<file path="src/rtl/lenet_pkg.sv">
// Shared constants and types for the LeNet conv1 front end.
// Image geometry, kernel size, pixel width, derived window counts and
// the window generator's frame-sequencing states.
package lenet_pkg;

    localparam int IMG_W = 32;
    localparam int IMG_H = 32;
    localparam int K     = 5;
    localparam int DW    = 8;

    localparam int OUT_W = IMG_W - K + 1;
    localparam int OUT_H = IMG_H - K + 1;
    localparam int N_WIN = OUT_W * OUT_H;

    localparam int COL_W = $clog2(IMG_W);
    localparam int ROW_W = $clog2(IMG_H);
    localparam int CRD_W = $clog2(OUT_W);
    localparam int WIN_W = K * K * DW;
    localparam int LB_W  = (K - 1) * DW;

    typedef enum logic [1:0] {
        IDLE,
        STREAM,
        DRAIN,
        DONE
    } state_t;

endpackage

</file>
<file path="src/rtl/conv1_line_buf.sv">
// Line buffer holding the K-1 most recent image rows.
// One word per image column; the word packs all K-1 rows at that column
// (row 0 = oldest in bits [DW-1:0]). A single write port updates a whole
// column and the read of that column is combinational.
module conv1_line_buf
    import lenet_pkg::*;
(
    input  logic             clk,
    input  logic             we,
    input  logic [COL_W-1:0] addr,
    input  logic [LB_W-1:0]  wdata,
    output logic [LB_W-1:0]  rdata
);

    logic [LB_W-1:0] mem [IMG_W];

    // Column write: the rows shift up by one as the new pixel enters.
    // NOTE: storage arrays get no reset so they map onto RAM; state registers
    // elsewhere use non-blocking (<=) so every flop samples pre-edge values.
    always_ff @(posedge clk) begin
        if (we) begin
            mem[addr] <= wdata;
        end
    end

    assign rdata = mem[addr];

endmodule

</file>
<file path="src/rtl/conv1_window_gen.sv">
// Streaming KxK sliding-window generator feeding the conv1 PE array.
// Accepts one raster-order pixel per cycle, keeps K-1 rows in a line buffer
// and emits every valid stride-1 window as a flat bus (element e=K*r+c).
// Optional macro CONV1_WIN_COORD_EN adds win_row/win_col outputs giving the
// top-left coordinate of the window currently on win.
module conv1_window_gen
    import lenet_pkg::*;
(
    input  logic             clk,
    input  logic             rst_n,
    input  logic             start,
    input  logic [DW-1:0]    pix_in,
    input  logic             pix_valid,
    output logic             pix_ready,
    output logic [WIN_W-1:0] win,
    output logic             win_valid,
    input  logic             win_ready,
`ifdef CONV1_WIN_COORD_EN
    output logic [CRD_W-1:0] win_row,
    output logic [CRD_W-1:0] win_col,
`endif
    output logic             frame_done
);

    state_t           state, state_nxt;
    logic [ROW_W-1:0] row;
    logic [COL_W-1:0] col;
    logic [WIN_W-1:0] sr, sr_nxt;
    logic [LB_W-1:0]  lb_rdata, lb_wdata;
    logic             accept, load, win_hs, row_end, last_pix;

    assign accept   = pix_valid && pix_ready;
    assign win_hs   = win_valid && win_ready;
    assign row_end  = (col == COL_W'(IMG_W - 1));
    assign last_pix = row_end && (row == ROW_W'(IMG_H - 1));
    assign load     = accept && (row >= ROW_W'(K - 1)) && (col >= COL_W'(K - 1));

    // New pixel becomes the youngest row; the oldest row falls off the top.
    assign lb_wdata = {pix_in, lb_rdata[LB_W-1:DW]};

    conv1_line_buf u_line_buf (
        .clk   (clk),
        .we    (accept),
        .addr  (col),
        .wdata (lb_wdata),
        .rdata (lb_rdata)
    );

    // Frame sequencing register.
    always_ff @(posedge clk or negedge rst_n) begin
        if (!rst_n) begin
            state <= IDLE;
        end else begin
            state <= state_nxt;
        end
    end

    // Next-state and handshake outputs.
    // NOTE: every output gets a default before the case so no path leaves a
    // signal unassigned, which would otherwise infer a latch.
    always_comb begin
        state_nxt  = state;
        pix_ready  = 1'b0;
        frame_done = 1'b0;
        case (state)
            IDLE: begin
                if (start) begin
                    state_nxt = STREAM;
                end
            end
            STREAM: begin
                pix_ready = !win_valid || win_ready;
                if (pix_ready && pix_valid && last_pix) begin
                    state_nxt = DRAIN;
                end
            end
            DRAIN: begin
                if (!win_valid || win_ready) begin
                    state_nxt = DONE;
                end
            end
            DONE: begin
                frame_done = 1'b1;
                state_nxt  = IDLE;
            end
            default: state_nxt = IDLE;
        endcase
    end

    // Raster position of the next pixel to be accepted.
    always_ff @(posedge clk or negedge rst_n) begin
        if (!rst_n) begin
            row <= '0;
            col <= '0;
        end else if (state == IDLE && start) begin
            row <= '0;
            col <= '0;
        end else if (accept) begin
            if (row_end) begin
                col <= '0;
                row <= row + ROW_W'(1);
            end else begin
                col <= col + COL_W'(1);
            end
        end
    end

    // Window contents after shifting in the column ending at the new pixel.
    always_comb begin
        sr_nxt = sr;
        for (int r = 0; r < K; r++) begin
            for (int c = 0; c < K - 1; c++) begin
                sr_nxt[DW*(K*r+c) +: DW] = sr[DW*(K*r+c+1) +: DW];
            end
        end
        for (int r = 0; r < K - 1; r++) begin
            sr_nxt[DW*(K*r+K-1) +: DW] = lb_rdata[DW*r +: DW];
        end
        sr_nxt[DW*(K*K-1) +: DW] = pix_in;
    end

    // Shift register advances on every accepted pixel.
    always_ff @(posedge clk or negedge rst_n) begin
        if (!rst_n) begin
            sr <= '0;
        end else if (accept) begin
            sr <= sr_nxt;
        end
    end

    // Output window register: loads completed windows, holds under backpressure.
    always_ff @(posedge clk or negedge rst_n) begin
        if (!rst_n) begin
            win       <= '0;
            win_valid <= 1'b0;
        end else if (load) begin
            win       <= sr_nxt;
            win_valid <= 1'b1;
        end else if (win_hs) begin
            win_valid <= 1'b0;
        end
    end

`ifdef CONV1_WIN_COORD_EN
    // Top-left coordinate of the window, loaded alongside win.
    always_ff @(posedge clk or negedge rst_n) begin
        if (!rst_n) begin
            win_row <= '0;
            win_col <= '0;
        end else if (load) begin
            win_row <= CRD_W'(row - ROW_W'(K - 1));
            win_col <= CRD_W'(col - COL_W'(K - 1));
        end
    end
`endif

endmodule

</file>
<file path="config.mk">
export PLATFORM = sky130hd
export DESIGN_NAME = conv1_window_gen
export DESIGN_NICKNAME = d
export VERILOG_FILES = /design/src/rtl/lenet_pkg.sv /design/src/rtl/conv1_line_buf.sv /design/src/rtl/conv1_window_gen.sv
export SDC_FILE = /design/constraint.sdc
export NUM_CORES = 1
export LEC_CHECK = 0
export CORE_MARGIN = 4
export CORE_UTILIZATION = 55
export DETAILED_ROUTE_END_ITERATION = 7
export PLACE_DENSITY_LB_ADDON = 0.15
export SETUP_SLACK_MARGIN = 0.1
export SYNTH_ARGS = -nofsm -noshare
export SYNTH_HDL_FRONTEND = slang
export SYNTH_SLANG_ARGS = --single-unit
</file>
<file path="constraint.sdc">
create_clock -name clk -period 3.6 [get_ports clk]
set_clock_uncertainty 0.2 [all_clocks]
set_input_delay 0.36 -clock clk [delete_from_list [all_inputs] [get_ports clk]]
set_output_delay 0.36 -clock clk [all_outputs]
set_load 0.005 [all_outputs]
</file>
==> results of run 1 <==
per-layer routing:
metal  global-route usage (%)  wire [um]  part of all wire, %
met1                     35.4      54900                   41
met2                     42.2      64700                   48
met3                     4.62       9620                  7.2
met4                     8.75       4220                  3.2
met5                        0         27                0.020
cell usage after synthesis (all sizes together) (4+ instances only):
master | n | share of area [%]
inv | 8 | 0.056
dfrtp | 373 | 17
or3 | 4 | 0.056
mux2 | 169 | 4.3
mux2i | 513 | 9.6
edfxtp | 1024 | 57
nand3 | 6 | 0.056
a31oi | 65 | 0.76
o22ai | 256 | 3.0
ha | 13 | 0.30
o21ai | 4 | 0.037
a21oi | 41 | 0.38
clkbuf | 120 | 0.84
nor4 | 64 | 0.75
nand2 | 423 | 3.0
nand4b | 4 | 0.065
or4b | 5 | 0.094
and2 | 6 | 0.070
nand4bb | 6 | 0.13
nor2 | 67 | 0.47
buf | 75 | 0.87
power breakdown:
group	internal, uW	leakage [uW]	switching [uW]
logic	4430	0.00788	8110
clock network	8010	0.00215	5840
registers	21600	0.0142	943
final cells by class:
cell class              instances  area [um2]
clock buffers                 185        3850
fillers                      6520       33000
repair buffers                432        4750
clock inverters                67         532
multi-input cells            1663       12700
inverters                       8        30.0
well taps                    1276        1600
flip-flops and latches       1397       40100
diodes                          1        2.50
sequential cells by signal, summed over array words and instances (netlist names):
| name | cells |
|---|---|
| sr | 160 |
| win | 200 |
| col | 5 |
| row | 5 |
| state | 2 |
| win_valid | 1 |
| u_line_buf.mem | 1024 |
critical path, delay by kind of cell, from the launching register on:
| kind | cells | cell delay [ps] |
|---|---|---|
| compound gates | 1 | 120 |
| buf+inv | 3 | 720 |
| flops | 1 | 690 |
| simple gates | 3 | 1240 |
timing repair:
item,in CTS,in global routing
hold buffers,1,0
setup endpoints to repair,0,15
hold endpoints to repair,86,0
gates resized for setup,0,1
setup buffers,0,0
kinds of logic (layout without fill, tap and decap cells):
logic type	count (synthesis)	count (layout)	share of synthesized area [%]
adders and majority gates	13	13	0.304
and+or+nand+nor	599	599	4.84
buffers and inverters	203	692	1.77
other	0	1	0
AOI/OAI and AO/OA	368	368	4.21
xor gates and xnor gates	1	1	0.0164
muxes	682	682	13.9
DFF	1397	1397	74.9
per-stage QoR:
stage / setup slack (ps) / utilization (%) / instance area (um2) / hold WS, ps / instances
floorplan: 59.8 / - / 53500 / -136 / 3263
global placement: 223 / 61.3 / 59200 / 236 / 4775
detailed placement: 209 / 61.3 / 59200 / 246 / 4775
CTS: 194 / 65.8 / 63600 / 57.9 / 5028
global route: 196 / 65.8 / 63600 / 17.1 / 5028
finish: 318 / 65.8 / 63600 / 15.5 / 5029
worst paths after layout:
check / from / endpoint / slack (ps) / depth (start not counted)
hold reg to reg: sr[90]$_DFFE_PN0P_ / sr[90]$_DFFE_PN0P_ / 270 / 2
setup reg to reg: col[4]$_DFFE_PN0P_ / u_line_buf.mem[11][20]$_DFFE_PP_ / 320 / 7
max in group asynchronous: rst_n / win[116]$_DFFE_PN0P_ / 2150 / 3
setup / recovery: col[4]$_DFFE_PN0P_ / u_line_buf.mem[11][20]$_DFFE_PP_ / 320 / 7
hold / removal: pix_in[2] / sr[194]$_DFFE_PN0P_ / 20 / 3
min in group asynchronous: rst_n / win[0]$_DFFE_PN0P_ / 40 / 2
==> qor.yml, run 1 <==
outcome:
  status: "finished, final reports clean"
die:
  start_util_pct: 55.4
  die_x_um: 320
  core_area_mm2: 0.0966
  die_h_um: 320
  rows: 114
  die_area_mm2: 0.102
  pin_count: 216
global_route:
  grt_pass1_vias: 30300
  antenna_found_initial: 3
  grt_max_degree: 137
  gr-usage-all-layers_pct: 25.8
  grt-ovfl-total: 0
  grt_pass1_wl_mm: 196
worst_setup_path:
  crit_required_ps: 3860
  worst_ep_arrival_time_ps: 3540
  crit_chain: "nand4bb_2 -> buf_4 -> o22ai_1 -> nor4_2 -> buf_4 -> nand2_1 -> buf_12"
  cp_max_fo: 32
  endpoint_kind: "register"
  cpPeakStageDelay_ps: 690
  cp-start-kind: "register"
  critical_path_class: "register to register"
  path_common_cell: "buf_4"
  crit_path_top_delay_cell: "dfrtp_1"
routing:
  drt-pass1-iter-count: 5
  drt_iter0_drc: 2910
  vias: 30200
  routed_via_density: 6.01
  postRouteAntennaNets: 0
  drt_wl_total_mm: 133
  route.detailed.drc: 0
  wl_per_cell_um: 26.5
synthesis:
  syn_inst: 3263
  synthDistinctLibCells: 37
  syn_avg_cell_area_um2: 16.4
  ys_ff_latch: 1397
  yosys_warnings: 0
  ys_seq_area_share_pct: 74.9
  netlist_area_mm2: 0.0535
  synth.net_count: 3289
  synth_edf_count: 1024
  ys_async_sr_fraction_pct: 26.7
  ys.flop_type: "edfxtp_1"
power:
  p_leak_uw: 0.0242
  ir_worst_vdd_uv: 501
  finalPower_uw: 49000
  powerDensity_mw_per_mm2: 770
sta:
  min_period_over_period_pct: 91.2
  max_freq_ghz: 0.305
  slew_viol_final: 0
  finalHoldViolations: 0
  period_minus_slack_ps: 3280
  worst_pin_slew_ps: 1300
  fin_tns_setup_ps: 0
  finalSetupViolCount: 0
  rsz0062_at_grt: "no"
  slew_headroom_pct: 12.9
placement:
  globalplace.congestion: 0.823
  dpl.hpwl_mm: 79.3
  portBuffers: 215
clocking:
  cts.sinks: 1397
  cts.path.max_buffers: 3
  insertion_delay_ps: 730
  htreeDepth: 4
  cts_root_buffer: "clkbuf_16"
  cts.clk_slew.worst_paths_ps: 60
  cts_tree: "yes"
  cts_buffers: 138
final_layout:
  final_common_cell: "edfxtp_1"
  nNetsFinal: 3666
  layout_common_cells: "edfxtp_1 (1,024), mux2i_1 (513), nand2_1 (423)"
  layout-area-overhead-vs-synth_pct: 18.9
  drive_above_1_share_pct: 16.8
flow_run:
  cap_violations: 0
hold_path:
  hold_class: "input port to register"
Note: power is estimated with default switching activity, not from simulation.
==> run 2, diff against run 1 <==
- CORE_MARGIN: 4 -> 1
==> qor.yml, run 2 (synthesis results as in run 1) <==
global_route:
  grt_max_degree: 137  # unchanged
  grt-ovfl-total: 0  # unchanged
  gr-usage-all-layers_pct: 27.0  # +1.2 points
  grt_pass1_vias: 30200  # -0.52%
  grt_pass1_wl_mm: 195  # -0.62%
  antenna_found_initial: 3  # unchanged
clocking:
  cts_buffers: 142  # +2.9%
  cts_setup_buffers: 0  # unchanged
  cts.path.max_buffers: 3  # unchanged
  cts_root_buffer: "clkbuf_16"
  insertion_delay_ps: 730  # about the same
  cts_tree: "yes"
  cts.sinks: 1397  # unchanged
  cts.clk_slew.worst_paths_ps: 60  # about the same
  htreeDepth: 4  # unchanged
final_layout:
  fillCellCount: 6554  # +0.52%
  top_register: "u_line_buf.mem"
  layout-area-overhead-vs-synth_pct: 18.9  # about the same
  multi_input_area_mm2: 0.0127  # about the same
  reg_top3: "u_line_buf.mem (1024), win (200), sr (160)"
  final_common_cell: "edfxtp_1"
  drive_above_1_share_pct: 16.6  # -0.21 points
  seq_area_mm2: 0.0401  # unchanged
  nNetsFinal: 3654  # -0.33%
  post-route-util_pct: 65.8  # about the same
  layout_common_cells: "edfxtp_1 (1,024), mux2i_1 (513), nand2_1 (423)"
  largest_reg_flops: 1024  # unchanged
outcome:
  status: "finished, final reports clean"
flow_run:
  cap_violations: 0  # unchanged
worst_setup_path:
  cp-start-kind: "register"
  cp_max_fo: 71  # +120%
  endpoint_kind: "register"
  crit_chain: "buf_12 -> buf_12 -> mux2i_1 -> o22ai_1 -> nor4_1 -> buf_4 -> nand2_1 -> buf_4"
  ff2ff_path_depth: 8  # +1
  cpPeakStageDelay_ps: 680  # about the same
  reg2reg_slack_ps: 240  # -80 ps
  crit_path_top_delay_cell: "nor4_1"
  r2r_end: "u_line_buf.mem[21][3]$_DFFE_PP_"
  worst_ep_arrival_time_ps: 3580  # +40 ps
  crit_required_ps: 3820  # -40 ps
  r2r_start: "col[1]$_DFFE_PN0P_"
  critical_path_class: "register to register"
  startpoint: "col[1]$_DFFE_PN0P_"
routing:
  vias: 30000  # -0.69%
  routed_via_density: 5.99  # -0.47%
  drt_iter0_drc: 3166  # +8.8%
  postRouteAntennaNets: 0  # unchanged
  route.detailed.drc: 0  # unchanged
  drt-pass1-iter-count: 5  # unchanged
  wl_per_cell_um: 26.4  # -0.66%
  drt_wl_total_mm: 132  # -0.87%
power:
  p_sw_share_pct: 30.4  # -0.060 points
  power_frac_comb_pct: 25.4  # -0.2 points
  finalPower_uw: 49400  # +0.96%
  intPower_uw: 34400  # +1.0%
  p_leak_uw: 0.0242  # about the same
  p_seq_share_pct: 45.5  # -0.6 points
  pwr-share-clk_pct: 29.0  # +0.7 points
  powerDensity_mw_per_mm2: 777  # +0.95%
  p_switching_uw: 15000  # +0.76%
  ir_worst_vdd_uv: 496  # -0.98%
sta:
  max_freq_ghz: 0.298  # -2.3%
  finalSetupViolCount: 0  # unchanged
  fin_ws_ps: 241  # -77.3 ps
  fin_tns_setup_ps: 0  # unchanged
  slew_headroom_pct: 15.7  # +2.7 points
  min_period_over_period_pct: 93.3  # +2.1 points
  finalHoldViolations: 0  # unchanged
  slew_viol_final: 0  # unchanged
  whs_ps: 14.2  # -1.22 ps
  worst_pin_slew_ps: 1260  # -40.4 ps
  rsz0062_at_grt: "no"
  period_minus_slack_ps: 3360  # +77.3 ps
placement:
  globalplace.congestion: 0.824  # +0.13%
  dpl_worst_slack_ps: 405  # +195 ps
  portBuffers: 215  # unchanged
  dpl.hpwl_mm: 77.7  # -2.0%
hold_path:
  min_to: "sr[194]$_DFFE_PN0P_"
  hold_depth: 3  # unchanged
  hold_class: "input port to register"
  min_from: "pix_in[2]"
die:
  die_x_um: 314  # -1.9%
  start_util_pct: 55.4  # unchanged
  core_area_mm2: 0.0966  # unchanged
  pin_count: 216  # unchanged
  rows: 114  # unchanged
  die_h_um: 314  # -1.9%
  die_area_mm2: 0.0985  # -3.7%
==> run 2: power by group through the flow <==
stage,registers [uW],clock network [uW],logic (uW)
2_1_floorplan,22500,0,6460
6_report,22500,14400,12600
5_1_grt,22600,15200,13300
4_1_cts,22500,14600,12500
3_5_place_dp,22800,0,12400
3_3_place_gp,22700,0,12100
==> run 2: critical path: cells and delay by family (launching register included) <==
| kind | cells | cell delay, ps |
|---|---|---|
| muxes | 1 | 290 |
| and+or+nand+nor | 2 | 730 |
| buffers and inverters | 4 | 1140 |
| AOI/OAI and AO/OA | 1 | 110 |
| DFF | 1 | 480 |
==> run 2: worst max-delay path by stage <==
stage                     slack [ps]                               to
after global routing             200  u_line_buf.mem[21][3]$_DFFE_PP_
after global placement           440   u_line_buf.mem[9][3]$_DFFE_PP_
after floorplan                   60  u_line_buf.mem[29][0]$_DFFE_PP_
after detailed placement         400   u_line_buf.mem[9][3]$_DFFE_PP_
after CTS                        360  u_line_buf.mem[21][3]$_DFFE_PP_
final                            240  u_line_buf.mem[21][3]$_DFFE_PP_
==> run 2: metrics by stage <==
| stage | instances | cell area (um2) |
|---|---|---|
| floorplan | 3263 | 53500 |
| global placement | 4759 | 59000 |
| detailed placement | 4759 | 59000 |
| CTS | 5015 | 63600 |
| global route | 5015 | 63600 |
| finish | 5018 | 63600 |
==> run 2: area by class of cell <==
class	count	area share [%]
Clock inverter	65	0.890
Antenna cell	3	0.0118
Inverter	8	0.0472
Multi-Input combinational cell	1663	20.0
Timing Repair Buffer	416	7.15
Sequential cell	1397	63.1
Tap cell	1276	2.51
Clock buffer	190	6.32
==> run 2: per-layer routing <==
metal / global-route usage (%) / wire length, um / vias to the layer above
met1: 37.1 / 55200 / 15500
met3: 4.55 / 9090 / 224
met4: 8.65 / 3490 / 2
met5: 0 / 13 / -
met2: 44.2 / 64400 / 1179
li1: - / - / 13200
==> run 2: what timing repair did <==
action | CTS | global route
hold buffers | 1 | 0
gates resized for setup | 0 | 0
endpoints found under the hold margin | 110 | 0
